===== src/rtl/clint_pkg.sv =====
// Shared encodings for the CLINT bus initiator: command ops, register offsets,
// sequencer states and the per-step access descriptor.
package clint_pkg;

  localparam logic [1:0] OP_READ_MTIME     = 2'd0;
  localparam logic [1:0] OP_WRITE_MTIMECMP = 2'd1;
  localparam logic [1:0] OP_WRITE_MSIP     = 2'd2;
  localparam logic [1:0] OP_READ_MTIMECMP  = 2'd3;

  localparam logic [31:0] MSIP_OFF        = 32'h0000_0000;
  localparam logic [31:0] MTIMECMP_LO_OFF = 32'h0000_4000;
  localparam logic [31:0] MTIMECMP_HI_OFF = 32'h0000_4004;
  localparam logic [31:0] MTIME_LO_OFF    = 32'h0000_BFF8;
  localparam logic [31:0] MTIME_HI_OFF    = 32'h0000_BFFC;

  localparam logic [1:0] S_IDLE  = 2'd0;
  localparam logic [1:0] S_ISSUE = 2'd1;
  localparam logic [1:0] S_GAP   = 2'd2;
  localparam logic [1:0] S_RESP  = 2'd3;

  typedef struct packed {
    logic        we;
    logic [31:0] off;
    logic [31:0] data;
  } access_t;

  // Which bus access a command performs at a given step of its sequence.
  function automatic access_t access_desc(input logic [1:0]  op,
                                          input logic [1:0]  step,
                                          input logic [63:0] wdata);
    access_t a;
    a.we   = 1'b0;
    a.off  = MSIP_OFF;
    a.data = 32'h0;
    case (op)
      OP_READ_MTIME: begin
        a.off = (step == 2'd1) ? MTIME_LO_OFF : MTIME_HI_OFF;
      end
      OP_WRITE_MTIMECMP: begin
        a.we = 1'b1;
        case (step)
          2'd0: begin
            a.off  = MTIMECMP_LO_OFF;
            a.data = 32'hFFFF_FFFF;
          end
          2'd1: begin
            a.off  = MTIMECMP_HI_OFF;
            a.data = wdata[63:32];
          end
          default: begin
            a.off  = MTIMECMP_LO_OFF;
            a.data = wdata[31:0];
          end
        endcase
      end
      OP_WRITE_MSIP: begin
        a.we   = 1'b1;
        a.off  = MSIP_OFF;
        a.data = {31'b0, wdata[0]};
      end
      default: begin
        a.off = (step == 2'd0) ? MTIMECMP_LO_OFF : MTIMECMP_HI_OFF;
      end
    endcase
    return a;
  endfunction

  function automatic logic [1:0] last_step(input logic [1:0] op);
    logic [1:0] s;
    case (op)
      OP_READ_MTIME:     s = 2'd2;
      OP_WRITE_MTIMECMP: s = 2'd2;
      OP_WRITE_MSIP:     s = 2'd0;
      default:           s = 2'd1;
    endcase
    return s;
  endfunction

endpackage


===== src/rtl/clint_bus_access.sv =====
// Single-access engine: holds the bus pins stable for one access, reports
// completion (with pass-through read data) or abort after a stall timeout.
module clint_bus_access #(
  parameter int TIMEOUT_CYCLES = 16
) (
  input  logic        clk,
  input  logic        rst_n,
  input  logic        req_i,
  input  logic        we_i,
  input  logic [31:0] addr_i,
  input  logic [31:0] wdata_i,
  output logic        done_o,
  output logic        err_o,
  output logic [31:0] rdata_o,
  output logic        bus_en_o,
  output logic        bus_we_o,
  output logic [31:0] bus_addr_o,
  output logic [31:0] bus_wdata_o,
  input  logic [31:0] bus_rdata_i,
  input  logic        bus_ready_i
);

  localparam int CW = $clog2(TIMEOUT_CYCLES + 1);
  localparam logic [CW-1:0] TMO_LAST = CW'(TIMEOUT_CYCLES - 1);

  logic          en_q, en_d;
  logic          we_q, we_d;
  logic [31:0]   addr_q, addr_d;
  logic [31:0]   wdata_q, wdata_d;
  logic [CW-1:0] cnt_q, cnt_d;
  logic          stall;
  logic          timeout;

  assign stall   = en_q & ~bus_ready_i;
  assign timeout = stall & (cnt_q == TMO_LAST);
  assign done_o  = en_q & (bus_ready_i | timeout);
  assign err_o   = timeout;
  assign rdata_o = bus_rdata_i;

  assign bus_en_o    = en_q;
  assign bus_we_o    = we_q;
  assign bus_addr_o  = addr_q;
  assign bus_wdata_o = wdata_q;

  // A request is only taken while idle; the caller spaces requests so that
  // bus_en is low for one cycle between accesses.
  always_comb begin
    en_d    = en_q;
    we_d    = we_q;
    addr_d  = addr_q;
    wdata_d = wdata_q;
    cnt_d   = cnt_q;
    if (en_q) begin
      if (bus_ready_i || timeout) en_d = 1'b0;
      if (stall) cnt_d = cnt_q + CW'(1);
    end else if (req_i) begin
      en_d    = 1'b1;
      we_d    = we_i;
      addr_d  = addr_i;
      wdata_d = wdata_i;
      cnt_d   = '0;
    end
  end

  always_ff @(posedge clk or negedge rst_n) begin
    if (!rst_n) begin
      en_q    <= 1'b0;
      we_q    <= 1'b0;
      addr_q  <= 32'h0;
      wdata_q <= 32'h0;
      cnt_q   <= '0;
    end else begin
      en_q    <= en_d;
      we_q    <= we_d;
      addr_q  <= addr_d;
      wdata_q <= wdata_d;
      cnt_q   <= cnt_d;
    end
  end

endmodule


===== src/rtl/clint_bus_master.sv =====
// Turns 64-bit CLINT commands into 32-bit access sequences: tear-free mtime
// read with retry, glitch-free mtimecmp write, msip write, mtimecmp read.
module clint_bus_master
  import clint_pkg::*;
#(
  parameter logic [31:0] BASE_ADDR      = 32'h0200_0000,
  parameter int          TIMEOUT_CYCLES = 16,
  parameter int          MAX_RETRY      = 4
) (
  input  logic        clk,
  input  logic        rst_n,
  input  logic        cmd_valid,
  output logic        cmd_ready,
  input  logic [1:0]  cmd_op,
  input  logic [63:0] cmd_wdata,
  output logic        rsp_valid,
  output logic [63:0] rsp_data,
  output logic        rsp_err,
  output logic        bus_en,
  output logic        bus_we,
  output logic [31:0] bus_addr,
  output logic [31:0] bus_wdata,
  input  logic [31:0] bus_rdata,
  input  logic        bus_ready
);

  localparam int RW = $clog2(MAX_RETRY + 1);
  localparam logic [RW-1:0] RETRY_LAST = RW'(MAX_RETRY - 1);

  logic [1:0]    state_q, state_d;
  logic [1:0]    op_q, op_d;
  logic [63:0]   wdata_q, wdata_d;
  logic [1:0]    step_q, step_d;
  logic [RW-1:0] retry_q, retry_d;
  logic [31:0]   h1_q, h1_d;
  logic [31:0]   lo_q, lo_d;
  logic          rsp_valid_q, rsp_valid_d;
  logic          rsp_err_q, rsp_err_d;
  logic [63:0]   rsp_data_q, rsp_data_d;

  logic          acc_req;
  access_t       acc_desc;
  logic          acc_done;
  logic          acc_err;
  logic [31:0]   acc_rdata;
  logic [1:0]    sel_op;
  logic [1:0]    sel_step;
  logic [63:0]   sel_wdata;

  assign cmd_ready = (state_q == S_IDLE);
  assign rsp_valid = rsp_valid_q;
  assign rsp_err   = rsp_err_q;
  assign rsp_data  = rsp_data_q;

  // The first access is described straight from the command inputs so it
  // issues on the cycle right after acceptance.
  always_comb begin
    if (state_q == S_IDLE) begin
      sel_op    = cmd_op;
      sel_step  = 2'd0;
      sel_wdata = cmd_wdata;
    end else begin
      sel_op    = op_q;
      sel_step  = step_q;
      sel_wdata = wdata_q;
    end
    acc_desc = access_desc(sel_op, sel_step, sel_wdata);
  end

  always_comb begin
    state_d     = state_q;
    op_d        = op_q;
    wdata_d     = wdata_q;
    step_d      = step_q;
    retry_d     = retry_q;
    h1_d        = h1_q;
    lo_d        = lo_q;
    rsp_valid_d = 1'b0;
    rsp_err_d   = rsp_err_q;
    rsp_data_d  = rsp_data_q;
    acc_req     = 1'b0;
    case (state_q)
      S_IDLE: begin
        if (cmd_valid) begin
          acc_req = 1'b1;
          op_d    = cmd_op;
          wdata_d = cmd_wdata;
          step_d  = 2'd0;
          retry_d = '0;
          state_d = S_ISSUE;
        end
      end
      S_ISSUE: begin
        if (acc_done) begin
          if (acc_err) begin
            rsp_valid_d = 1'b1;
            rsp_err_d   = 1'b1;
            rsp_data_d  = 64'h0;
            state_d     = S_RESP;
          end else if (step_q != last_step(op_q)) begin
            if (op_q == OP_READ_MTIME && step_q == 2'd0) h1_d = acc_rdata;
            if ((op_q == OP_READ_MTIME && step_q == 2'd1) || op_q == OP_READ_MTIMECMP)
              lo_d = acc_rdata;
            step_d  = step_q + 2'd1;
            state_d = S_GAP;
          end else begin
            rsp_valid_d = 1'b1;
            rsp_err_d   = 1'b0;
            rsp_data_d  = 64'h0;
            state_d     = S_RESP;
            if (op_q == OP_READ_MTIMECMP) begin
              rsp_data_d = {acc_rdata, lo_q};
            end else if (op_q == OP_READ_MTIME) begin
              if (acc_rdata == h1_q) begin
                rsp_data_d = {h1_q, lo_q};
              end else if (retry_q == RETRY_LAST) begin
                rsp_err_d  = 1'b1;
                rsp_data_d = {acc_rdata, lo_q};
              end else begin
                // hi rolled over between reads: re-read lo against the new hi
                rsp_valid_d = 1'b0;
                rsp_err_d   = rsp_err_q;
                rsp_data_d  = rsp_data_q;
                h1_d        = acc_rdata;
                retry_d     = retry_q + RW'(1);
                step_d      = 2'd1;
                state_d     = S_GAP;
              end
            end
          end
        end
      end
      S_GAP: begin
        acc_req = 1'b1;
        state_d = S_ISSUE;
      end
      default: begin
        state_d = S_IDLE;
      end
    endcase
  end

  always_ff @(posedge clk or negedge rst_n) begin
    if (!rst_n) begin
      state_q     <= S_IDLE;
      op_q        <= 2'd0;
      wdata_q     <= 64'h0;
      step_q      <= 2'd0;
      retry_q     <= '0;
      h1_q        <= 32'h0;
      lo_q        <= 32'h0;
      rsp_valid_q <= 1'b0;
      rsp_err_q   <= 1'b0;
      rsp_data_q  <= 64'h0;
    end else begin
      state_q     <= state_d;
      op_q        <= op_d;
      wdata_q     <= wdata_d;
      step_q      <= step_d;
      retry_q     <= retry_d;
      h1_q        <= h1_d;
      lo_q        <= lo_d;
      rsp_valid_q <= rsp_valid_d;
      rsp_err_q   <= rsp_err_d;
      rsp_data_q  <= rsp_data_d;
    end
  end

  clint_bus_access #(
    .TIMEOUT_CYCLES(TIMEOUT_CYCLES)
  ) u_access (
    .clk         (clk),
    .rst_n       (rst_n),
    .req_i       (acc_req),
    .we_i        (acc_desc.we),
    .addr_i      (BASE_ADDR + acc_desc.off),
    .wdata_i     (acc_desc.data),
    .done_o      (acc_done),
    .err_o       (acc_err),
    .rdata_o     (acc_rdata),
    .bus_en_o    (bus_en),
    .bus_we_o    (bus_we),
    .bus_addr_o  (bus_addr),
    .bus_wdata_o (bus_wdata),
    .bus_rdata_i (bus_rdata),
    .bus_ready_i (bus_ready)
  );

endmodule


===== config.mk =====
export PLATFORM = sky130hd
export DESIGN_NAME = clint_bus_master
export DESIGN_NICKNAME = d
export VERILOG_FILES = /design/src/rtl/clint_pkg.sv /design/src/rtl/clint_bus_access.sv /design/src/rtl/clint_bus_master.sv
export SDC_FILE = /design/constraint.sdc
export NUM_CORES = 1
export LEC_CHECK = 0
export BUFFER_PORTS_ARGS = -buffer_cell sky130_fd_sc_hd__buf_4
export CORE_MARGIN = 4
export CORE_UTILIZATION = 49
export CTS_BUF_LIST = sky130_fd_sc_hd__clkbuf_16
export CTS_CLUSTER_DIAMETER = 100
export CTS_CLUSTER_SIZE = 14
export DETAILED_ROUTE_END_ITERATION = 10
export PLACE_DENSITY = 0.84
export SYNTH_ARGS = -nofsm -noshare
export SYNTH_HDL_FRONTEND = slang
export SYNTH_SLANG_ARGS = --single-unit

===== constraint.sdc =====
create_clock -name clk -period 2.2 [get_ports clk]
set_input_delay 0.11 -clock clk [delete_from_list [all_inputs] [get_ports clk]]
set_output_delay 0.11 -clock clk [all_outputs]
set_load 0.01 [all_outputs]

==> results of run 1 <==
[power by group]
part	total (mW)	switching [mW]	internal (mW)
Sequential	8.03	1.49	6.54
Combinational	8.81	4.14	4.66
Clock	3.31	1.61	1.70
Total	20.2	7.25	12.9
[registers in the layout (all words and copies together), names as in the netlist]
signal,cells
state_q,2
lo_q,32
u_access.bus_en_o,1
rsp_data,64
op_q,2
h1_q,32
u_access.bus_addr_o,4
u_access.cnt_q,5
u_access.bus_we_o,1
rsp_err,1
step_q,2
wdata_q,64
u_access.bus_wdata_o,32
retry_q,3
rsp_valid,1
[synthesized netlist by cell type, types with 2 or more instances]
master	instances
dfrtp_1	246
mux2_2	124
nand2_1	118
o21ai_0	78
clkbuf_1	35
o22ai_1	34
xor2_1	33
a22o_1	32
a32oi_2	30
buf_4	28
buf_2	12
inv_1	11
ha_1	10
nor2_1	10
a21oi_1	9
nand3_1	9
mux2_1	8
nor4_2	8
buf_6	6
mux2i_1	4
nand2b_1	4
nor2b_1	3
a21o_1	2
a32oi_1	2
and4_1	2
buf_1	2
nand4_1	2
nor3_2	2
or2_2	2
or3_1	2
[final timing paths]
path,startpoint,cells past startpoint,slack (ns),to
setup / recovery,h1_q[18]$_DFFE_PN0P_,9,-0.14,rsp_data[16]$_DFFE_PN0P_
hold / removal,rst_n,2,0.15,rsp_data[6]$_DFFE_PN0P_
setup reg to reg,h1_q[18]$_DFFE_PN0P_,9,-0.14,rsp_data[16]$_DFFE_PN0P_
hold reg to reg,u_access.bus_we_o$_DFFE_PN0P_,2,0.47,u_access.bus_we_o$_DFFE_PN0P_
max in group asynchronous,rst_n,3,1.25,wdata_q[60]$_DFFE_PN0P_
min in group clk,cmd_wdata[59],3,0.39,wdata_q[59]$_DFFE_PN0P_
[what timing repair did]
action                                 4_1_cts  5_1_grt
resized for setup                           38       61
setup buffers                                9       10
endpoints found under the hold margin      221        0
pin swaps                                    9       21
setup endpoints to repair                  132      165
cloned                                       2        8
hold buffers                               101        0
[kinds of logic after synthesis]
logic type / share of synthesized area, %
flops: 56.20
compound gates: 14.26
simple gates: 7.025
mux: 13.94
buf+inv: 4.764
xor+xnor: 2.639
fa+ha+maj: 1.142
other cells: 0.03424
[routing by layer]
layer	up-vias	share of wire [%]	global-route usage, %
met5	-	0	0
met4	0	4.2	7.702
met3	102	8.5	5.664
met2	506	50	43.25
met1	4485	37	31.32
li1	3863	-	-
[final cells by class]
| class | instances | area share [%] |
|---|---|---|
| Antenna cell | 2 | 0.03207 |
| Clock buffer | 21 | 3.367 |
| Clock inverter | 2 | 0.1122 |
| Inverter | 12 | 0.3207 |
| Multi-Input combinational cell | 559 | 29.83 |
| Sequential cell | 246 | 39.45 |
| Tap cell | 280 | 2.245 |
| Timing Repair Buffer | 423 | 24.65 |
[layout by cell type, fill, tap and decap left out, types with 7 or more instances in the layout]
cell type,instances
buf_4,288
dfrtp_1,246
nand2_1,116
dlygate4sd3_1,101
mux2_2,86
o21ai_0,76
mux2_4,42
o22ai_1,34
a22o_1,32
a32oi_2,31
xor2_1,31
clkbuf_16,28
buf_12,18
conb_1,17
inv_1,10
nand3_1,8
nor2_1,8
a21oi_1,7
ha_1,7
[stage by stage]
stage	setup TNS (ns)	power [mW]	setup slack, ns
floorplan	-2.189	12.09	-0.04732
global placement	-9.063	15.17	-0.1750
detailed placement	-16.20	15.51	-0.2235
CTS	-4.989	19.23	-0.07895
global route	-18.38	21.17	-0.2175
finish	-9.781	20.15	-0.1402
==> summary.md, run 1 <==
| Metric | Value |
|---|---|
| Status | `finished, violations left` |
| Failing checks | `setup timing` |
| Hold WC Path Type | `in2async` |
| CTS tree | `built` |
| Routed WL | `34,450 um` |
| Synth-to-layout area growth | `42.48%` |
| Initial antenna violation count | `0` |
| Clock transition at the registers of the reported paths | `0.07 ns` |
| Total area of sequential cells | `~6200 um2` |
| Async set-reset flop share out of synthesis | `100.0%` |
| Vias in the first global route | `9,245` |
| Max-cap violations | `0` |
| Critical Path RT | `about 2.6 ns` |
| Placed cell count | `1,390` |
| Tightest Pin Transition | `0.5749 ns` |
| Chip height | `157.5 um` |
| Worst vdd ir | `~0.00083 V` |
| Total track usage | `24.97%` |
| Clock root buffer | `clkbuf_16` |
| Crit path largest cell delay | `0.42 ns` |
| Crit. End Element | `flop` |
| Final hold vios | `0` |
| Yosys cell types | `46` |
| Area leader, netlist | `dfrtp_1` |
| Final Cycle Share | `106.4%` |
| Fin cells | `1,545` |
| Fin nets | `roughly 1.4k` |
| Synth Register Bits | `246` |
| Post-Syn Area | `~11,000 um2` |
| Initial core utilization | `50.03%` |
| RSZ-0062 raised after global routing | `yes` |
| DR vias | `8,956` |
| Post-route ant nets | `0` |
| Drt drc | `0` |
| Share of layout cells above drive strength 1 | `a little over two fifths` |
| Commonest register cell after synthesis | `dfrtp_1` |
| Fillcell total | `1,384` |
| Minimum clock period | `2.340 ns` |
| Final setup margin | `-0.1402 ns` |
| Worst-path cell chain | `xor2_2 > nor4_4 > buf_4 > and4_4 > a21boi_4 > a2111oi_4 > buf_4 > buf_12 > a22o_1` |
| Synthesized area per cell | `~12 um2` |
| Most common cell on crit path | `buf_4` |
| GP Congestion | `~0.8` |
| Die Area | `24,810 um2` |
| IO buf count | `217` |
| CP delay by family, top | `compound AO/OA/AOI/OAI gates` |
| First-pass GRT wire length | `49,800 um` |
| Crit Path Max Fanout | `16` |
| H-tree level count | `1` |
| Area of the multi-input gates | `4656 um2` |
| Vias per inst | `around 5.8` |
| Dominant cells by area after synthesis | `dfrtp_1, mux2_2, a32oi_2` |
| CTS buffer count | `21` |
| Pleak | `7.351 nW` |
| Sinks on Clock Net | `roughly 250` |
| YS warnings | `0` |
| Crit-path slowest cell | `dfrtp_1` |
| Final setup viols | `97` |
| # rows | `54` |
| Routed len/inst | `22.30 um` |
| Post-route cell area | `15,610 um2` |
| Sequential-to-total area share from yosys stat | `56.20%` |
| Largest net degree at the start of global routing | `69` |
| Clk Latency, worst-skew pair | `0.51 ns` |
| Drt first pass iters | `7` |
| Crit path buffers/inverters | `3` |
| Share of the synthesized area in the top cell type | `between 50% and 60%` |
| CTS Buffer Depth | `3` |
| Die width | `around 160 um` |
| Worst hold slack | `about 0.15 ns` |
| Max_slew headroom | `61.67%` |
| Total power per unit cell area | `1291 nW/um2` |
| Max Slew Vio Count | `0` |
| Worst EP arrival | `~2.8 ns` |
| Utilization after layout | `71.29%` |
| Core Region | `21,890 um2` |
| Max frequency | `0.4273 GHz` |
| Hpwl dp | `19,180 um` |
| Iteration-0 DRC Markers | `approximately 650` |
| Skew final | `0.02952 ns` |
| IO Pins | `235` |
| Placed instance area | `13,270 um2` |
| Setup crit start kind | `flop` |
| EDFF count, synth | `0` |
| GRT Residual Overflow | `0` |
| CP Class | `reg2reg` |
| Gate Count Post-Synth | `884` |
(Power assumes the default switching activity.)
==> run 2: changes to the inputs <==
Settings changed: CORE_UTILIZATION 49 to 50, PLACE_DENSITY 0.84 to 0.85, SYNTH_HIERARCHICAL set to 1.
==> summary.md, run 2 <==
| Metric | Value |
|---|---|
| Status | `finished, violations left` |
| Failing checks | `setup timing` |
| Vias in the first global route | `9,885 (+6.9%)` |
| Drt first pass iters | `5 (-2)` |
| Commonest non-fill, non-tap cell in the layout | `dfrtp_1` |
| Placed instance area | `13,890 um2 (+4.7%)` |
| Drt drc | `0 (unchanged)` |
| Adder-cell share of the synthesized area | `1.076% (-0.066 points)` |
| Tightest Pin Transition | `0.7710 ns (+0.1961 ns)` |
| Crit. End Element | `flop` |
| Initial antenna violation count | `1 (+1)` |
| CP Class | `reg2reg` |
| Compound-gate portion of the synthesized area | `8.899% (-5.4 points)` |
| Routed len/inst | `23.23 um (+4.2%)` |
| Post-Syn Area | `11,630 um2 (+6.2%)` |
| Largest net degree at the start of global routing | `84 (+22%)` |
| Clock transition at the registers of the reported paths | `0.07 ns (about the same)` |
| Placed cell count | `1,498 (+7.8%)` |
| IO buf count | `234 (+7.8%)` |
| Async set-reset flop share out of synthesis | `100.0% (unchanged)` |
| CTS Buffer Depth | `3 (unchanged)` |
| Commonest cells post-synth | `dfrtp_1, nand2_1, mux2_2` |
| Synthesized area per cell | `11.89 um2 (-4.0%)` |
| Gate Count Post-Synth | `978 (+11%)` |
| GRT Residual Overflow | `0 (unchanged)` |
| Setup crit start kind | `flop` |
| Core Region | `22,780 um2 (+4.1%)` |
| EDFF count, synth | `0 (unchanged)` |
| CP delay by family, top | `simple AND/OR/NAND/NOR gates` |
| Share of the synthesized area in the top cell type | `58.97% (+2.8 points)` |
| Initial core utilization | `51.05% (+1.0 points)` |
| First-pass GRT wire length | `54,380 um (+9.2%)` |
| CTS buffer count | `23 (+9.5%)` |
| Post-route ant nets | `0 (unchanged)` |
| Max-cap violations | `0 (unchanged)` |
| Combinational power share | `40.2% (-3.5 points)` |
| H-tree level count | `1 (unchanged)` |
| Hold WC Path Type | `in2reg` |
| Max frequency | `0.3973 GHz (-7.0%)` |
| Clock power share | `18.3% (+1.9 points)` |
| Clk Latency, worst-skew pair | `0.53 ns (+0.02 ns)` |
| Psw | `7.165 mW (-1.1%)` |
| Setup crit end | `rsp_data[54]$_DFFE_PN0P_` |
| Final hold vios | `0 (unchanged)` |
| Most frequent cells in the layout | `dfrtp_1, buf_4, nand2_1, dlygate4sd3_1, mux2_2` |
| # rows | `55 (+1.9%)` |
| CTS tree | `built` |
| Worst hold slack | `0.01097 ns (-0.1415 ns)` |
| Worst-path cell chain | `xnor2_2 > nand4_1 > nor4_4 > nand2_2 > a2111oi_4 > buf_6 > clkbuf_16 > a22o_1` |
| Synth Register Bits | `274 (+11%)` |
| Max_slew headroom | `48.55% (-13 points)` |
| Crit-path slowest cell | `dfrtp_1` |
| Post-synthesis simple-gate area fraction | `10.59% (+3.6 points)` |
| Int Power | `13.06 mW (+1.2%)` |
| R2R Path End | `rsp_data[54]$_DFFE_PN0P_` |
| Post-route cell area | `16,460 um2 (+5.5%)` |
| Clock root buffer | `clkbuf_16` |
| Area leader, netlist | `dfrtp_1` |
| Worst EP arrival | `2.97 ns (+0.19 ns)` |
| GP Congestion | `0.8347 (+2.2%)` |
| Die width | `160.5 um (+1.9%)` |
| Total power per unit cell area | `1228 nW/um2 (-4.9%)` |
| Synth Area in XOR/XNOR | `2.410% (-0.23 points)` |
| Total stage count of the critical path | `8 (-1)` |
| Fillcell total | `1,328 (-4.0%)` |
| Path depth of the worst reg2reg path | `8 (-1)` |
| Minimum clock period | `2.517 ns (+0.1768 ns)` |
| Worst reg2reg setup slack | `-0.32 ns (-0.18 ns)` |
| Skew final | `0.01956 ns (-0.009959 ns)` |
| Iteration-0 DRC Markers | `658 (+1.4%)` |
| Sequential-to-total area share from yosys stat | `58.97% (+2.8 points)` |
| Vias per inst | `5.713 (-1.4%)` |
| Critical path origin | `h1_q[4]$_DFFE_PN0P_` |
| RSZ-0062 raised after global routing | `yes` |
| Multiplexer area fraction after synthesis | `13.20% (-0.73 points)` |
| Critical Path RT | `2.65 ns (about the same)` |
| TNS Setup | `-26.33 ns (-16.54 ns)` |
| Crit path buffers/inverters | `2 (-1)` |
| Net Sw Frac | `35.43% (-0.53 points)` |
| Pleak | `8.234 nW (+12%)` |
| Sequential power share | `41.5% (+1.6 points)` |
| Max Slew Vio Count | `0 (unchanged)` |
| Yosys cell types | `47 (+2.2%)` |
| Total track usage | `26.10% (+1.1 points)` |
| IO Pins | `235 (unchanged)` |
| Crit Path Max Fanout | `8 (-8)` |
| Final Cycle Share | `114.4% (+8.0 points)` |
| Final setup margin | `-0.3169 ns (-0.1768 ns)` |
| Synth-to-layout area growth | `41.59%` |
| Chip height | `160.5 um (+1.9%)` |
| Routed WL | `38,450 um (+12%)` |
| Final setup viols | `130 (+34%)` |
| Hpwl dp | `19,480 um (+1.6%)` |
| YS warnings | `6 (+6)` |
| Tot Pwr | `20.22 mW (+0.34%)` |
| Main combinational cell family by area after synthesis | `multiplexers` |
| Worst vdd ir | `0.0008430 V (+1.8%)` |
| Most frequent cell after synthesis | `dfrtp_1` |
| Sinks on Clock Net | `274 (+11%)` |
| Worst r2r src | `h1_q[4]$_DFFE_PN0P_` |
| Die Area | `25,760 um2 (+3.8%)` |
| Dominant cells by area after synthesis | `dfrtp_1, mux2_2, nand2_1` |
| DR vias | `9,455 (+5.6%)` |
| Crit path largest cell delay | `0.44 ns (+0.02 ns)` |
| Share of layout cells above drive strength 1 | `38.55% (-4.4 points)` |
| Fin nets | `1,453 (+5.7%)` |
| Fin cells | `1,655 (+7.1%)` |
| Commonest register cell after synthesis | `dfrtp_1` |
run 2: final cells by class:
cell class                 count  area, um2  share of cell area, %
antenna                        1      2.502                0.01520
clock buffer                  23      575.6                  3.496
clock inverter                 2      17.52                 0.1064
inverter                      11      41.29                 0.2508
multi-input combinational    623       4785                  29.06
sequential                   274       6857                  41.65
tap                          313      391.6                  2.379
timing repair buffer         408       3794                  23.04
run 2: tightest hold or removal path, stage by stage:
cell       delay [ns]
buf_4            0.09
nand2b_1         0.19
o2bb2ai_1        0.10
run 2: layer usage:
metal / up-vias / global-route usage [%] / wire [um]
li1: 4007 / - / -
met1: 4778 / 30.99 / 14040
met2: 543 / 46.58 / 19800
met3: 127 / 5.491 / 2860
met4: 0 / 10.05 / 1746
met5: - / 0 / 0
run 2: through the flow:
stage | utilization [%] | setup WS [ns]
2_1_floorplan | - | 0.008800
3_3_place_gp | 60.97 | -0.05010
3_5_place_dp | 60.97 | -0.1238
4_1_cts | 69.45 | -0.1176
5_1_grt | 72.28 | -0.3790
6_report | 72.28 | -0.3169
run 2: repair_timing:
action                     4_1_cts  5_1_grt
buffers inserted                 9        6
hold buffers                    99        0
setup endpoints to repair      128      166
gates resized for setup         39       66
gates cloned                     5       13
hold endpoints to repair       236        0
pin swaps                        7       17
run 2: logic make-up after synthesis:
| group | after synthesis |
|---|---|
| and+or+nand+nor | 298 |
| DFF | 274 |
| muxes | 137 |
| AOI/OAI and AO/OA | 128 |
| buffers and inverters | 97 |
| xor gates and xnor gates | 32 |
| adders and majority gates | 10 |
| other | 2 |
run 2: how the worst min path moves through the flow:
stage	to	cells after the start	slack, ns	from
after floorplan	h1_q[0]$_DFFE_PN0P_	0	-0.19	rst_n
after detailed placement	rsp_data[5]$_DFFE_PN0P_	1	0.15	rst_n
after CTS	u_access/bus_en_o$_DFF_PN0_	3	0.02	bus_ready
after global routing	u_access/cnt_q[4]$_DFFE_PN0P_	3	0.05	bus_ready
final	u_access/cnt_q[4]$_DFFE_PN0P_	3	0.01	bus_ready
after global placement	rsp_data[37]$_DFFE_PN0P_	1	0.15	rst_n
run 2: power by group through the flow:
stage          Combinational (mW)  Sequential [mW]  Clock [mW]
6_report                     8.13             8.40        3.70
3_5_place_dp                 6.88             8.19           0
3_3_place_gp                 6.61             8.07           0
5_1_grt                      8.68             8.56        3.93
2_1_floorplan                3.98             8.24           0
4_1_cts                      7.36             8.15        3.65
